<file path="src/rtl/router_pkg.sv">
// Shared types and constants for the 1x3 router input-side control.
package router_pkg;

  typedef enum logic [2:0] {
    DECODE_ADDRESS     = 3'd0,
    LOAD_FIRST_DATA    = 3'd1,
    LOAD_DATA          = 3'd2,
    LOAD_PARITY        = 3'd3,
    FIFO_FULL_STATE    = 3'd4,
    LOAD_AFTER_FULL    = 3'd5,
    WAIT_TILL_EMPTY    = 3'd6,
    CHECK_PARITY_ERROR = 3'd7
  } state_e;

  localparam logic [1:0] ADDR_INVALID = 2'b11;
  localparam int NUM_PORTS = 3;

  // Address 3 has no port, so it selects nothing rather than an out-of-range bit.
  function automatic logic portBit(input logic [NUM_PORTS-1:0] flags, input logic [1:0] addr);
    case (addr)
      2'd0:    portBit = flags[0];
      2'd1:    portBit = flags[1];
      2'd2:    portBit = flags[2];
      default: portBit = 1'b0;
    endcase
  endfunction

endpackage

</file>
<file path="src/rtl/router_wait_timer.sv">
// Bounded wait counter used while a destination FIFO drains.
module router_wait_timer #(
  parameter int WAIT_TIMEOUT = 30,
  parameter int CNT_W        = 8
) (
  input  logic clock,
  input  logic reset,
  input  logic clear,
  input  logic enable,
  output logic expired
);

  localparam logic [CNT_W-1:0] LAST = CNT_W'(WAIT_TIMEOUT - 1);

  logic [CNT_W-1:0] cnt_q, cnt_d;

  // Saturates at LAST so a lingering enable can never wrap back to zero.
  always_comb begin
    cnt_d = cnt_q;
    if (clear)
      cnt_d = '0;
    else if (enable && (cnt_q != LAST))
      cnt_d = cnt_q + 1'b1;
  end

  always_ff @(posedge clock) begin
    if (reset)
      cnt_q <= '0;
    else
      cnt_q <= cnt_d;
  end

  assign expired = enable && (cnt_q == LAST);

endmodule

</file>
<file path="src/rtl/router_ctrl_fsm.sv">
// Input-side control FSM of the 1x3 router: sequences header, payload,
// full-stall and parity handling, with a bounded wait on a busy destination.
module router_ctrl_fsm
  import router_pkg::*;
#(
  parameter int WAIT_TIMEOUT = 30,
  parameter int CNT_W        = 8
) (
  input  logic       clock,
  input  logic       reset,
  input  logic       pkt_valid,
  input  logic [1:0] data_in,
  input  logic       fifo_full,
  input  logic [2:0] fifo_empty,
  input  logic [2:0] soft_reset,
  input  logic       parity_done,
  input  logic       low_packet_valid,
  output logic       detect_add,
  output logic       lfd_state,
  output logic       ld_state,
  output logic       laf_state,
  output logic       full_state,
  output logic       rst_int_reg,
  output logic       write_enb_reg,
  output logic       busy,
  output logic [1:0] dest_addr,
  output logic       pkt_drop
);

  state_e     state_q, state_d;
  logic [1:0] destAddr_q, destAddr_d;
  logic       pktDrop_q, pktDrop_d;

  logic hdrValid;
  logic srHit;
  logic destEmpty;
  logic timerClear;
  logic timerEnable;
  logic timerExpired;

  assign hdrValid    = pkt_valid && (data_in != ADDR_INVALID);
  assign srHit       = (state_q != DECODE_ADDRESS) && portBit(soft_reset, destAddr_q);
  assign destEmpty   = portBit(fifo_empty, destAddr_q);
  assign timerEnable = (state_q == WAIT_TILL_EMPTY);
  // Cleared unless we are staying in the wait state, so every entry starts at zero.
  assign timerClear  = (state_q != WAIT_TILL_EMPTY) || (state_d != WAIT_TILL_EMPTY);

  router_wait_timer #(
    .WAIT_TIMEOUT(WAIT_TIMEOUT),
    .CNT_W       (CNT_W)
  ) u_wait_timer (
    .clock  (clock),
    .reset  (reset),
    .clear  (timerClear),
    .enable (timerEnable),
    .expired(timerExpired)
  );

  always_comb begin
    state_d   = state_q;
    pktDrop_d = 1'b0;
    case (state_q)
      DECODE_ADDRESS: begin
        if (hdrValid)
          state_d = portBit(fifo_empty, data_in) ? LOAD_FIRST_DATA : WAIT_TILL_EMPTY;
      end
      LOAD_FIRST_DATA: state_d = LOAD_DATA;
      LOAD_DATA: begin
        if (fifo_full)
          state_d = FIFO_FULL_STATE;
        else if (!pkt_valid)
          state_d = LOAD_PARITY;
      end
      FIFO_FULL_STATE: begin
        if (!fifo_full)
          state_d = LOAD_AFTER_FULL;
      end
      LOAD_AFTER_FULL: begin
        if (parity_done)
          state_d = DECODE_ADDRESS;
        else if (low_packet_valid)
          state_d = LOAD_PARITY;
        else
          state_d = LOAD_DATA;
      end
      LOAD_PARITY: state_d = CHECK_PARITY_ERROR;
      CHECK_PARITY_ERROR: state_d = fifo_full ? FIFO_FULL_STATE : DECODE_ADDRESS;
      WAIT_TILL_EMPTY: begin
        if (destEmpty) begin
          state_d = LOAD_FIRST_DATA;
        end else if (timerExpired) begin
          state_d   = DECODE_ADDRESS;
          pktDrop_d = 1'b1;
        end
      end
      default: state_d = DECODE_ADDRESS;
    endcase
    // A soft reset on the selected port overrides everything, including a drop.
    if (srHit) begin
      state_d   = DECODE_ADDRESS;
      pktDrop_d = 1'b0;
    end
  end

  assign destAddr_d = ((state_q == DECODE_ADDRESS) && hdrValid) ? data_in : destAddr_q;

  always_ff @(posedge clock) begin
    if (reset) begin
      state_q    <= DECODE_ADDRESS;
      destAddr_q <= 2'd0;
      pktDrop_q  <= 1'b0;
    end else begin
      state_q    <= state_d;
      destAddr_q <= destAddr_d;
      pktDrop_q  <= pktDrop_d;
    end
  end

  always_comb begin
    detect_add    = 1'b0;
    lfd_state     = 1'b0;
    ld_state      = 1'b0;
    laf_state     = 1'b0;
    full_state    = 1'b0;
    rst_int_reg   = 1'b0;
    write_enb_reg = 1'b0;
    busy          = 1'b1;
    case (state_q)
      DECODE_ADDRESS: begin
        detect_add = 1'b1;
        busy       = 1'b0;
      end
      LOAD_FIRST_DATA: lfd_state = 1'b1;
      LOAD_DATA: begin
        ld_state      = 1'b1;
        write_enb_reg = 1'b1;
        busy          = 1'b0;
      end
      LOAD_PARITY: write_enb_reg = 1'b1;
      FIFO_FULL_STATE: full_state = 1'b1;
      LOAD_AFTER_FULL: begin
        laf_state     = 1'b1;
        write_enb_reg = 1'b1;
      end
      CHECK_PARITY_ERROR: rst_int_reg = 1'b1;
      default: ;
    endcase
  end

  assign dest_addr = destAddr_q;
  assign pkt_drop  = pktDrop_q;

endmodule

</file>
<file path="config.mk">
export PLATFORM = sky130hd
export DESIGN_NAME = router_ctrl_fsm
export DESIGN_NICKNAME = d
export VERILOG_FILES = /design/src/rtl/router_pkg.sv /design/src/rtl/router_wait_timer.sv /design/src/rtl/router_ctrl_fsm.sv
export SDC_FILE = /design/constraint.sdc
export NUM_CORES = 1
export LEC_CHECK = 0
export BUFFER_PORTS_ARGS = -buffer_cell sky130_fd_sc_hd__buf_2
export CORE_MARGIN = 3
export CORE_UTILIZATION = 25
export DETAILED_ROUTE_END_ITERATION = 7
export HOLD_SLACK_MARGIN = 0.1
export PLACE_DENSITY = 0.5
export RECOVER_POWER = 25
export SLEW_MARGIN = 20
export SYNTH_ARGS = -nofsm -noshare
export SYNTH_HDL_FRONTEND = slang
export SYNTH_SLANG_ARGS = --single-unit
</file>
<file path="constraint.sdc">
create_clock -name clock -period 2.2 [get_ports clock]
set_input_delay 0.11 -clock clock [delete_from_list [all_inputs] [get_ports clock]]
set_output_delay 0.11 -clock clock [all_outputs]
set_load 0.01 [all_outputs]
</file>
==> reports/qor.txt <==
most common cell after layout, fill and taps aside - buf_2
crit path launch type - register
detailed placement HPWL - 1620 um
GR Overflow Total - 0
CP max FO - 9
Post-Syn Instances - 110
P_sw - 0.432 mW
Final Hold Fails - 0
mapped cell area - 943 um2
Initial Utilization - 27.0%
H-tree Lvls - 1
share of the synthesized area in the top cell type - 29.7%
DR WL/cell - 11.9 um
routed vias - 852
postcts setup bufs - 0
vias in the first global route - 830
Yosys cell types - 36
Reg power frac - 34.3%
Crit. End Element - register
final WL - 2120 um
fin. max-slew vios - 0
total CTS buffers - 3
Port Buffers - 24
hold crit path type - in -> reg
FF+latch count, synth - 14
WP data arrival - 2080 ps
Comb pwr share - 41.9%
internal power - 0.628 mW
Final GP Congestion - 0.763
Area contributors post-synth - dfxtp_1, nor3_1, nor2_1, mux2_2, nand3_1
Area growth syn-to-layout - 21.0%
Setup WS pre-CTS - 221 ps
first-pass GRT wire length - 3710 um
largest net degree at the start of global routing - 14
clock insertion delay at the later pin of the skew report - 240 ps
CTS root buf - clkbuf_8
Max-Cap Viols - 0
Post-Route Utilization - 32.7%
fmax - 0.508 GHz
remaining antenna violation count after routing - 0
cell row count - 21
worst-margin pin slew - 532 ps
class of the most critical setup path - reg -> reg
WP data required - 2310 ps
Ys Warns - 0
Die Span Y - 67.4 um
Syn Nets - 126
die width - 67.4 um
clock transition at the registers of the reported paths - 60 ps
layout cells sized above 1 - 24.1%
DRC - 0
violation count after the first detailed-route iteration - 44
diode count - 0
Die Area - 0.00455 mm2
TritonRoute pass-1 iters - 4
final net count - 150
setup violators final - 0
clk sinks - 14
Sw Ratio - 40.7%
Avg Cell Area, Syn - 8.58 um2
Hold Slack - 206 ps
Seq/Total Area, Yosys - 29.7%
leakage power - 0.405 nW
clock skew - 0.786 ps
Boundary Pins - 25
antenna violations before repair - 0
status - finished, final reports clean
Core ar. - 0.00349 mm2
area leader, netlist - dfxtp_1
normalized max-slew margin - 64.5%
Final min period - 1970 ps
Peak VDD IR - 0.476 mV
Clock power frac - 23.8%
Max clock buf depth - 2
RSZ-0062 raised after global routing - false
power density cells - 929 mW/mm2
most frequent cells in the layout - buf_2, dfxtp_1, nor3_1, nor2_1, inv_1
Final Cycle Share - 89.4%
TritonCTS clock tree - yes
fin worst setup slack - 233 ps
gr usage total - 10.6%
total negative slack - 0 ps
via-per-instance ratio - 4.76
[metrics by stage]
| stage | power, mW | instances | area [um2] |
|---|---|---|---|
| after detailed placement | 0.820 | 174 | 1080 |
| after global routing | 1.16 | 179 | 1140 |
| final | 1.06 | 179 | 1140 |
| after global placement | 0.815 | 174 | 1080 |
| after CTS | 1.08 | 179 | 1150 |
| after floorplan | 0.701 | 110 | 943 |
[flip-flops by register name, summed over array words and instances (netlist names)]
register,count
u_wait_timer.cnt_q,8
state_q,3
dest_addr,2
pkt_drop,1
[cells in the mapped netlist (all sizes together)]
library cell,instances
and3,2
a31oi,1
nor3b,3
buf,2
nor3,11
nor2,9
a21o,2
xor2,3
maj3,1
nor2b,2
nand3b,3
nand3,6
a221oi,1
clkbuf,4
inv,7
mux2i,2
nand4bb,1
a22oi,1
or3,1
xnor2,3
a21oi,4
nor4b,1
a211o,1
mux2,3
nand2b,4
a211oi,4
nand4b,1
dfxtp,14
and2,1
nand2,2
a2111oi,2
or2,1
o21ai,5
ha,2
[layout make-up]
cell class | count | area, um2
sequential | 14 | 280
inverter | 7 | 26.3
tap | 46 | 57.6
fill | 380 | 2350
timing repair buffer | 25 | 124
clock buffer | 4 | 55.1
multi-input combinational | 83 | 598
[critical path: stages, from the launching register on]
cell,delay [ps]
dfxtp_1,420
ha_1,180
nor4b_4,340
a21oi_2,190
a221oi_4,570
nor3_1,130
[what timing repair did]
action | 4_1_cts | 5_1_grt
gates resized for setup | 0 | 0
hold buffers | 1 | 0
endpoints found under the hold margin | 2 | 0
[cells by family (layout without fill, tap and decap cells)]
| logic type | after synthesis | in the layout | synth area share, % |
|---|---|---|---|
| xor+xnor | 6 | 6 | 5.57 |
| buf+inv | 13 | 36 | 6.90 |
| mux | 5 | 5 | 5.70 |
| fa+ha+maj | 3 | 3 | 3.71 |
| compound gates | 21 | 21 | 18.3 |
| simple gates | 48 | 48 | 30.1 |
| flops | 14 | 14 | 29.7 |
[final timing paths]
| kind | start | end | slack [ps] | cells after the start |
|---|---|---|---|---|
| setup reg to reg | u_wait_timer.cnt_q[0] | u_wait_timer.cnt_q[5] | 230 | 5 |
| setup / recovery | u_wait_timer.cnt_q[0] | u_wait_timer.cnt_q[5] | 230 | 5 |
| hold / removal | data_in[1] | dest_addr[1] | 210 | 3 |
| hold reg to reg | u_wait_timer.cnt_q[4] | u_wait_timer.cnt_q[4] | 500 | 2 |
[metal layers]
metal / track usage [%] / vias to the layer above / part of all wire (%)
li1: - / 438 / -
met3: 3.00 / 2 / 5.1
met4: 3.04 / 0 / 1.0
met1: 13.4 / 392 / 47
met2: 17.5 / 20 / 46
met5: 0 / - / 0
[power by group through the flow]
stage | Sequential, mW | Combinational (mW) | Clock (mW)
after floorplan | 0.315 | 0.387 | 0
after global placement | 0.367 | 0.448 | 0
after detailed placement | 0.367 | 0.452 | 0
after CTS | 0.362 | 0.457 | 0.263
after global routing | 0.372 | 0.507 | 0.281
final | 0.363 | 0.444 | 0.253
Power figures use the tool's default switching activity.
